<file path="config.mk">
export PLATFORM = sky130hd
export DESIGN_NAME = pc_unit
export DESIGN_NICKNAME = d
export VERILOG_FILES = /design/src/rtl/pc_pkg.sv /design/src/rtl/pc_unit_ras_stack.sv /design/src/rtl/pc_unit.sv
export SDC_FILE = /design/constraint.sdc
export NUM_CORES = 1
export LEC_CHECK = 0
export CORE_MARGIN = 5
export CORE_UTILIZATION = 40
export DETAILED_ROUTE_END_ITERATION = 8
export GPL_TIMING_DRIVEN = 1
export PLACE_DENSITY = 0.66
export SLEW_MARGIN = 10
export SYNTH_ARGS = -nofsm -noshare
export SYNTH_HDL_FRONTEND = slang
export SYNTH_HIERARCHICAL = 1
export SYNTH_SLANG_ARGS = --single-unit
</file>
<file path="constraint.sdc">
create_clock -name clk -period 2.85 [get_ports clk]
set_input_delay 0.57 -clock clk [delete_from_list [all_inputs] [get_ports clk]]
set_output_delay 0.57 -clock clk [all_outputs]
set_load 0.02 [all_outputs]
</file>
<file path="src/rtl/pc_pkg.sv">
// ============================================================================
//  Module      : pc_pkg
//  Description : Shared types and default constants for the program-counter
//                unit of the fetch stage.
//  Revision    : 1.0  initial release
// ============================================================================
`default_nettype none

package pc_pkg;

    // Source selected for the next PC value.
    typedef enum logic [2:0] {
        SEL_INC  = 3'd0,
        SEL_BR   = 3'd1,
        SEL_JMP  = 3'd2,
        SEL_CALL = 3'd3,
        SEL_RET  = 3'd4,
        SEL_TRAP = 3'd5
    } pc_sel_t;

    localparam int PC_W_DEF      = 8;
    localparam int RESET_VEC_DEF = 0;

endpackage : pc_pkg

`default_nettype wire

</file>
<file path="src/rtl/pc_unit_ras_stack.sv">
// ============================================================================
//  Module      : ras_stack
//  Description : Return-address stack built as a circular buffer with a top
//                pointer. A push while full overwrites the oldest entry and
//                leaves the count saturated at DEPTH. Reset clears only the
//                pointer and the count; entry contents are don't-care.
//  Ports       : clk, reset (async, active-high)
//                push_i / pop_i  - stack operations (push wins if both)
//                data_i          - value to push
//                data_o          - current top entry
//                count_o         - number of valid entries
//                full_o/empty_o  - count_o == DEPTH / count_o == 0
//  Revision    : 1.0  initial release
// ============================================================================
`default_nettype none

module ras_stack #(
    parameter int W     = 8,
    parameter int DEPTH = 4
) (
    input  logic                       clk,
    input  logic                       reset,
    input  logic                       push_i,
    input  logic                       pop_i,
    input  logic [W-1:0]               data_i,
    output logic [W-1:0]               data_o,
    output logic [$clog2(DEPTH):0]     count_o,
    output logic                       full_o,
    output logic                       empty_o
);

    localparam int               PW      = $clog2(DEPTH);
    localparam logic [PW:0]      C_DEPTH = (PW+1)'(DEPTH);

    logic [W-1:0]  mem_q [DEPTH];
    logic [PW-1:0] top_q;
    logic [PW:0]   count_q;
    logic [PW-1:0] top_inc;
    logic [PW-1:0] top_dec;

    // Pointer arithmetic wraps naturally because DEPTH is a power of two.
    assign top_inc = top_q + 1'b1;
    assign top_dec = top_q - 1'b1;

    assign data_o  = mem_q[top_q];
    assign count_o = count_q;
    assign full_o  = (count_q == C_DEPTH);
    assign empty_o = (count_q == '0);

    always_ff @(posedge clk or posedge reset) begin
        if (reset) begin
            top_q   <= '0;
            count_q <= '0;
        end else if (push_i) begin
            top_q <= top_inc;
            if (!full_o) begin
                count_q <= count_q + 1'b1;
            end
        end else if (pop_i && !empty_o) begin
            top_q   <= top_dec;
            count_q <= count_q - 1'b1;
        end
    end

    // Entry storage needs no reset; a push lands one slot above the top,
    // which is the oldest entry when the stack is full.
    always_ff @(posedge clk) begin
        if (push_i) begin
            mem_q[top_inc] <= data_i;
        end
    end

endmodule : ras_stack

`default_nettype wire

</file>
<file path="src/rtl/pc_unit.sv">
// ============================================================================
//  Module      : pc_unit
//  Description : Program-counter unit for the fetch stage. Selects the next
//                PC from increment, branch, jump, call or return with
//                priority stall > ret > call > jump > branch > increment, and
//                keeps return addresses in a circular return-address stack.
//                Reports stack overflow/underflow as one-cycle pulses.
//  Ports       : clk, reset (async, active-high), stall,
//                branch_en/branch_tgt, jump_en/jump_tgt, call_en/call_tgt,
//                ret_en -> pc_out (registered), pc_plus (combinational),
//                ras_count, ras_full, ras_empty, ras_ovf, ras_unf, trap
//  Config      : PC_TRAP_EN - overflowing call / underflowing ret redirect to
//                TRAP_VEC (no push on overflow) and raise trap. When
//                undefined, overflow overwrites the oldest entry, underflow
//                advances to pc_plus, and trap is tied low.
//  Revision    : 1.0  initial release
// ============================================================================
`default_nettype none

module pc_unit
    import pc_pkg::*;
#(
    parameter int              PC_W      = PC_W_DEF,
    parameter int              RAS_DEPTH = 4,
    parameter logic [PC_W-1:0] RESET_VEC = PC_W'(RESET_VEC_DEF),
    parameter int              INC       = 1,
    parameter logic [PC_W-1:0] TRAP_VEC  = PC_W'('hF0)
) (
    input  logic                         clk,
    input  logic                         reset,
    input  logic                         stall,
    input  logic                         branch_en,
    input  logic [PC_W-1:0]              branch_tgt,
    input  logic                         jump_en,
    input  logic [PC_W-1:0]              jump_tgt,
    input  logic                         call_en,
    input  logic [PC_W-1:0]              call_tgt,
    input  logic                         ret_en,
    output logic [PC_W-1:0]              pc_out,
    output logic [PC_W-1:0]              pc_plus,
    output logic [$clog2(RAS_DEPTH):0]   ras_count,
    output logic                         ras_full,
    output logic                         ras_empty,
    output logic                         ras_ovf,
    output logic                         ras_unf,
    output logic                         trap
);

    logic [PC_W-1:0] pc_q, pc_d;
    logic            ovf_q, ovf_d;
    logic            unf_q, unf_d;
    logic [PC_W-1:0] ras_top;
    logic            push, pop;
    pc_sel_t         sel;

    assign pc_plus = pc_q + PC_W'(INC);

    ras_stack #(
        .W     (PC_W),
        .DEPTH (RAS_DEPTH)
    ) u_ras (
        .clk     (clk),
        .reset   (reset),
        .push_i  (push),
        .pop_i   (pop),
        .data_i  (pc_plus),
        .data_o  (ras_top),
        .count_o (ras_count),
        .full_o  (ras_full),
        .empty_o (ras_empty)
    );

    // Next-PC selection and stack control.
    always_comb begin
        sel   = SEL_INC;
        push  = 1'b0;
        pop   = 1'b0;
        ovf_d = 1'b0;
        unf_d = 1'b0;
        if (!stall) begin
            if (ret_en) begin
                if (ras_empty) begin
                    unf_d = 1'b1;
`ifdef PC_TRAP_EN
                    sel   = SEL_TRAP;
`else
                    sel   = SEL_INC;
`endif
                end else begin
                    sel = SEL_RET;
                    pop = 1'b1;
                end
            end else if (call_en) begin
                ovf_d = ras_full;
`ifdef PC_TRAP_EN
                if (ras_full) begin
                    sel = SEL_TRAP;
                end else begin
                    sel  = SEL_CALL;
                    push = 1'b1;
                end
`else
                sel  = SEL_CALL;
                push = 1'b1;
`endif
            end else if (jump_en) begin
                sel = SEL_JMP;
            end else if (branch_en) begin
                sel = SEL_BR;
            end
        end
    end

    always_comb begin
        pc_d = pc_plus;
        if (stall) begin
            pc_d = pc_q;
        end else begin
            case (sel)
                SEL_INC:  pc_d = pc_plus;
                SEL_BR:   pc_d = branch_tgt;
                SEL_JMP:  pc_d = jump_tgt;
                SEL_CALL: pc_d = call_tgt;
                SEL_RET:  pc_d = ras_top;
                SEL_TRAP: pc_d = TRAP_VEC;
                default:  pc_d = pc_plus;
            endcase
        end
    end

    always_ff @(posedge clk or posedge reset) begin
        if (reset) begin
            pc_q  <= RESET_VEC;
            ovf_q <= 1'b0;
            unf_q <= 1'b0;
        end else begin
            pc_q  <= pc_d;
            ovf_q <= ovf_d;
            unf_q <= unf_d;
        end
    end

`ifdef PC_TRAP_EN
    logic trap_q;

    always_ff @(posedge clk or posedge reset) begin
        if (reset) begin
            trap_q <= 1'b0;
        end else begin
            trap_q <= ovf_d | unf_d;
        end
    end

    assign trap = trap_q;
`else
    assign trap = 1'b0;
`endif

    assign pc_out  = pc_q;
    assign ras_ovf = ovf_q;
    assign ras_unf = unf_q;

endmodule : pc_unit

`default_nettype wire
</file>
[Word-level counts from Yosys, hierarchy flattened]
Memory sizes are Yosys's and may differ from the RTL's.
Cells that the tools add are included.
Word-level totals
  register bits: 15
  bits in latches: 0
  memory bits (writable): 32
  memory bits (read-only): 0
  input port bits: 31
  output and inout port bits: 24
  logic and storage cells: 49
  memories: 1
Cells by class
  add/subtract/negate cells: 5
  multipliers: 0
  div/mod/pow operators: 0
  order comparisons: 0
  equality and inequality tests: 7
  shift-type cells: 0
  multiplexer cells: 26
  bitwise gates (word level): 0
  reductions and logical operators: 5
Memories
  u_ras.mem_q: depth 4, width 8, read ports 1, clocked after Yosys merged registers in 0, write ports 1, line pc_unit_ras_stack.sv:35  | logic [W-1:0] mem_q [DEPTH];
Operators with widths (count)
  8-bit case mux with 5 select lines: 1
  3-bit two-way mux: 6
  1-bit two-way mux: 15
  3-bit equality test, second input constant: 3
  8-bit by 1-bit adder with 8-bit output, second input constant: 1
  2-bit two-way mux: 4
  3-bit by 2-bit equality test with 1-bit output, second input constant: 2
  3-bit by 1-bit adder with 3-bit output, second input constant: 1
  3-bit by 1-bit equality test with 1-bit output, second input constant: 1
  3-bit logical NOT: 1
  3-bit by 1-bit subtractor with 3-bit output, second input constant: 1
  2-bit by 1-bit adder with 2-bit output, second input constant: 1
  2-bit inequality test, second input constant: 1
  2-bit AND reduction: 1
  2-bit nonzero test: 1
  2-bit by 1-bit subtractor with 2-bit output, second input constant: 1
  1-bit logical AND: 1
  1-bit logical NOT: 1

[Longest topological paths before layout]
  depth after elaboration: 7
  mapped depth: 8
  mapped depth without buffers: 6

[Cells and area by module]
Netlist, hierarchy kept.
By module, submodules not included
  ras_stack: instances 1, cells an instance 82, area an instance 1557.7 µm²
  pc_unit: instances 1, cells an instance 97, area an instance 860.8 µm²

[Least setup slack after synthesis]
Ideal clock, no wire load.
  path kind: reg2reg
  start point: register u_ras.count_q[2] (netlist: u_ras/count_o[2])
  end point: register pc_q[7] (netlist: pc_out[7])
  setup time: 0.126 ns
  data arrival time: 2.253 ns
  data required time: 2.724 ns
  slack: 0.471 ns
  cell stages (with the launch flop): 7
  clock period less this slack: 2.379 ns
  cells stage by stage: dfrtp_1 > buf_6 > nor3_1 > nor2b_1 > a222oi_1 > a21oi_1 > a221o_1
On the way
  word-level cells in the longest chain between the ends: 6
  elaborated cells between the ends (all ways): 10
  classes of those cells: eq/ne (5); mux (4); reduce/logical (1)
Ends and longest elaborated chain
  start: declaration: line pc_unit_ras_stack.sv:37  | logic [PW:0] count_q;
  start signal: assignment: line pc_unit_ras_stack.sv:57  | count_q <= count_q + 1'b1;
  start signal: assignment: line pc_unit_ras_stack.sv:61  | count_q <= count_q - 1'b1;
  3-bit logical NOT *: line pc_unit_ras_stack.sv:48  | assign empty_o = (count_q == '0);
  net ras_empty: line pc_unit.sv:43  | output logic ras_empty,
  3-bit two-way mux *: line pc_unit.sv:82  | if (ras_empty) begin
  3-bit two-way mux *: line pc_unit.sv:81  | if (ret_en) begin
  3-bit two-way mux *: line pc_unit.sv:80  | if (!stall) begin
  3-bit equality test (tied with other cells): line pc_unit.sv:119  | case (sel)
  8-bit case mux with 5 select lines *: line pc_unit.sv:119
  end signal: assignment: line pc_unit.sv:137  | pc_q <= pc_d;
  end: declaration: line pc_unit.sv:49  | logic [PC_W-1:0] pc_q, pc_d;
Mark *: on every way through the listed nets, which the timed path passes. The rest lies on a longest branch.
A chain may end at the register's enable or synchronous reset.

[Final worst setup path]
  start point: register pc_q[1] (netlist: pc_out[1])
  end point: output port pc_plus[2]
On the way
  word-level cells in the longest chain between the ends: 1
Ends and longest elaborated chain
  8-bit by 1-bit adder with 8-bit output: line pc_unit.sv:56  | assign pc_plus = pc_q + PC_W'(INC);
  end: declaration: line pc_unit.sv:40  | output logic [PC_W-1:0] pc_plus,
Every way passes these cells.

==> metrics.txt <==
final slew viol count 0; input/output buffers 53; clock latency on the worst-skew pair 0.31 ns; CP startpoint kind register; Clock transition at path regs 0.09 ns; Seq/Total Area, Yosys 55.3%; Worst-Margin Slew 0.541 ns; hpwl dp 4420 µm; clk buf depth 2; io pins 55; RSZ-0062 raised after global routing false; Tmin final 2.67 ns; Setup crit end kind output pin; final cycle utilization of the critical path 93.7%; top cells by area, synth edfxtp_1 (40%), dfrtp_1 (16%), mux4_2 (8.4%); #FFs+latches synth 47; total track usage 16.4%; Synth async-reset ratio 31.9%; RePlAce Congestion 0.879; maximum capacitance violations 0; Tot Pwr 2.94 mW; H-tree depth 2; largest net degree at the start of global routing 19; via count 1,748; starting DRC count in detailed routing 131; Final ANT Viol Nets 0; Crit Path Category register to output pin; Synth Area in XOR/XNOR 3.26%; f_max 374 MHz; Yosys top cell by area edfxtp_1; first-pass GRT wire length 9380 µm; # diodes 0; chip width 87.8 µm; final WL 6030 µm; cell area after synthesis 0.00242 mm²; final setup vio count 0; P per Cell Area 917 mW/mm²; grt total ovfl 0; CTS Hold Buffers Added 0; share of cells above drive strength 1 17.8%; Slew HR 63.9%; CP Cell Sequence ha_1, xor2_1, clkdlybuf4s50_1; Fillers 509; ys flop type edfxtp_1; average size of a mapped cell 13.5 µm²; register area 0.00134 mm²; TritonCTS Buffers 5; vias in the first global route 1,745; simple-gate portion of the synthesized area 12.7%; Initial DRT Pass Iterations 4; max incr delay on CP 0.69 ns; mux share of post-synthesis cell area 10.1%; Mapped Cells 179; hold crit path type input port to asynchronous set/reset pin; initial antenna violation count 0; # rows 28; drt drc 0; final setup TNS 0 ns; Via density 5.43; Placed Area 0.00308 mm²; Routed wire per std cell 18.7 µm; Leak 1.22 nW; multi-input gate area in the final layout 992 µm²; final instance area 0.00321 mm²; starting density of the core 41.1%; combinational family with the most area after synthesis simple AND/OR/NAND/NOR gates; Yosys top cell area share 39.7%; Post-synth EDFFs 32; CTS tree done; Worst path slowest cell clkdlybuf4s50_1; Final Hold Viols 0; clock sinks 47; Clock Skew 0.00744 ns; post-synthesis cell type count 47; WP data required 2.28 ns; Compound-Gate Fraction of Synth Area 10.7%; Worst EP arrival 2.10 ns; Ys Warns 6; area added between synthesis and finish 32.5%; Mapped Nets 216; maximum VDD drop 0.539 mV; status finished, final reports clean; Die Ht 87.8 µm; Max FO, Critical Path 5; Root Buffer clkbuf_8; Die ar. 0.00770 mm²; Post-layout nets 283; core box area 0.00589 mm²; adder-cell share of the synthesized area 3.41%
## kinds of logic after synthesis
kind of cell             after synthesis
AO/OA/AOI/OAI                         34
multiplexers                          13
XOR/XNOR                               9
AND/OR/NAND/NOR                       52
buffers and inverters                 17
flip-flops                            47
adder cells (fa/ha/maj)                6
other                                  1
## critical path, delay by kind of cell, from the launching register on
kind	cells	cell delay, ns
DFF	1	0.43
xor gates and xnor gates	1	0.38
adders and majority gates	1	0.30
buffers and inverters	1	0.69
## what timing repair did
item	4_1_cts	5_1_grt
hold endpoints to repair	0	0
pin swaps	0	1
gates cloned	0	0
setup buffers	0	1
setup endpoints to repair	2	2
resized for setup	2	2
## stage by stage
step | util [%] | instances | hold slack (ns) | setup slack (ns)
4_1_cts | 54.3 | 321 | 0.488 | 0.0214
5_1_grt | 54.5 | 322 | 0.517 | 0.0381
3_5_place_dp | 52.4 | 313 | 0.580 | 0.0701
3_3_place_gp | 52.4 | 313 | 0.570 | 0.130
2_1_floorplan | - | 179 | 0.349 | 0.471
6_report | 54.5 | 322 | 0.480 | 0.180
## layer usage
layer,up-vias,wire (µm),GRT usage (%)
met5,-,0,0
met4,0,112,5.58
met3,9,412,4.23
met2,61,2940,26.3
met1,861,2560,21.6
li1,817,-,-
## layout make-up
class                           count  share of cell area [%]
Clock inverter                      3                   0.781
Tap cell                           75                    2.93
Clock buffer                        5                    2.15
Inverter                            7                   0.820
Sequential cell                    47                    41.7
Multi-Input combinational cell    115                    31.0
Timing Repair Buffer               70                    20.7
## report_power, final
| part | switching, mW | total, mW | internal, mW |
|---|---|---|---|
| Sequential | 0.184 | 1.12 | 0.933 |
| Clock | 0.244 | 0.423 | 0.179 |
| Combinational | 0.686 | 1.40 | 0.714 |
| Total | 1.11 | 2.94 | 1.83 |
## cell usage in the layout, fill, tap and decap left out, types with 3 or more instances in the layout
cell and n:
mux4_2 9, buf_4 17, a21oi_1 9, inv_1 6
nand2b_1 4, nand3_1 13, dfrtp_1 15, nor2_1 9
clkbuf_8 5, a222oi_1 5, and2_1 6, clkdlybuf4s50_1 51
ha_1 5, nor2b_1 3, nand2_1 4, xnor2_1 5
edfxtp_1 32
## path summary, 6_finish.rpt
| path | start | endpoint | slack (ns) | depth (start not counted) |
|---|---|---|---|---|
| setup / recovery | pc_out[1]$_DFFE_PP0N_ | pc_plus[2] | 0.18 | 3 |
| max in group asynchronous | reset | pc_out[1]$_DFFE_PP0N_ | 1.97 | 2 |
| hold / removal | reset | u_ras/count_o[0]$_DFFE_PP0P_ | 0.48 | 2 |
| setup reg to reg | u_ras/top_q[0]$_DFFE_PP0P_ | pc_out[7]$_DFFE_PP0N_ | 0.68 | 4 |
| min in group clk | pc_out[1]$_DFFE_PP0N_ | pc_out[1]$_DFFE_PP0N_ | 0.62 | 1 |
| hold reg to reg | pc_out[1]$_DFFE_PP0N_ | pc_out[1]$_DFFE_PP0N_ | 0.62 | 1 |
## sequential cells by signal, summed over array words and instances, names as in the netlist
name and count:
u_ras/count_o 3, u_ras/mem_q 32, u_ras/top_q 2, pc_out 8, ras_unf 1, ras_ovf 1
## cell usage after synthesis (3+ instances only)
library cell	number
a21oi_1	9
a222oi_1	5
and2_1	6
buf_2	3
buf_4	4
buf_6	3
dfrtp_1	15
edfxtp_1	32
ha_1	5
inv_1	6
mux4_2	9
nand2_1	4
nand2b_1	4
nand3_1	13
nor2_1	9
nor2b_1	3
xnor2_1	6
xor2_1	3
Power figures use the tool's default switching activity.
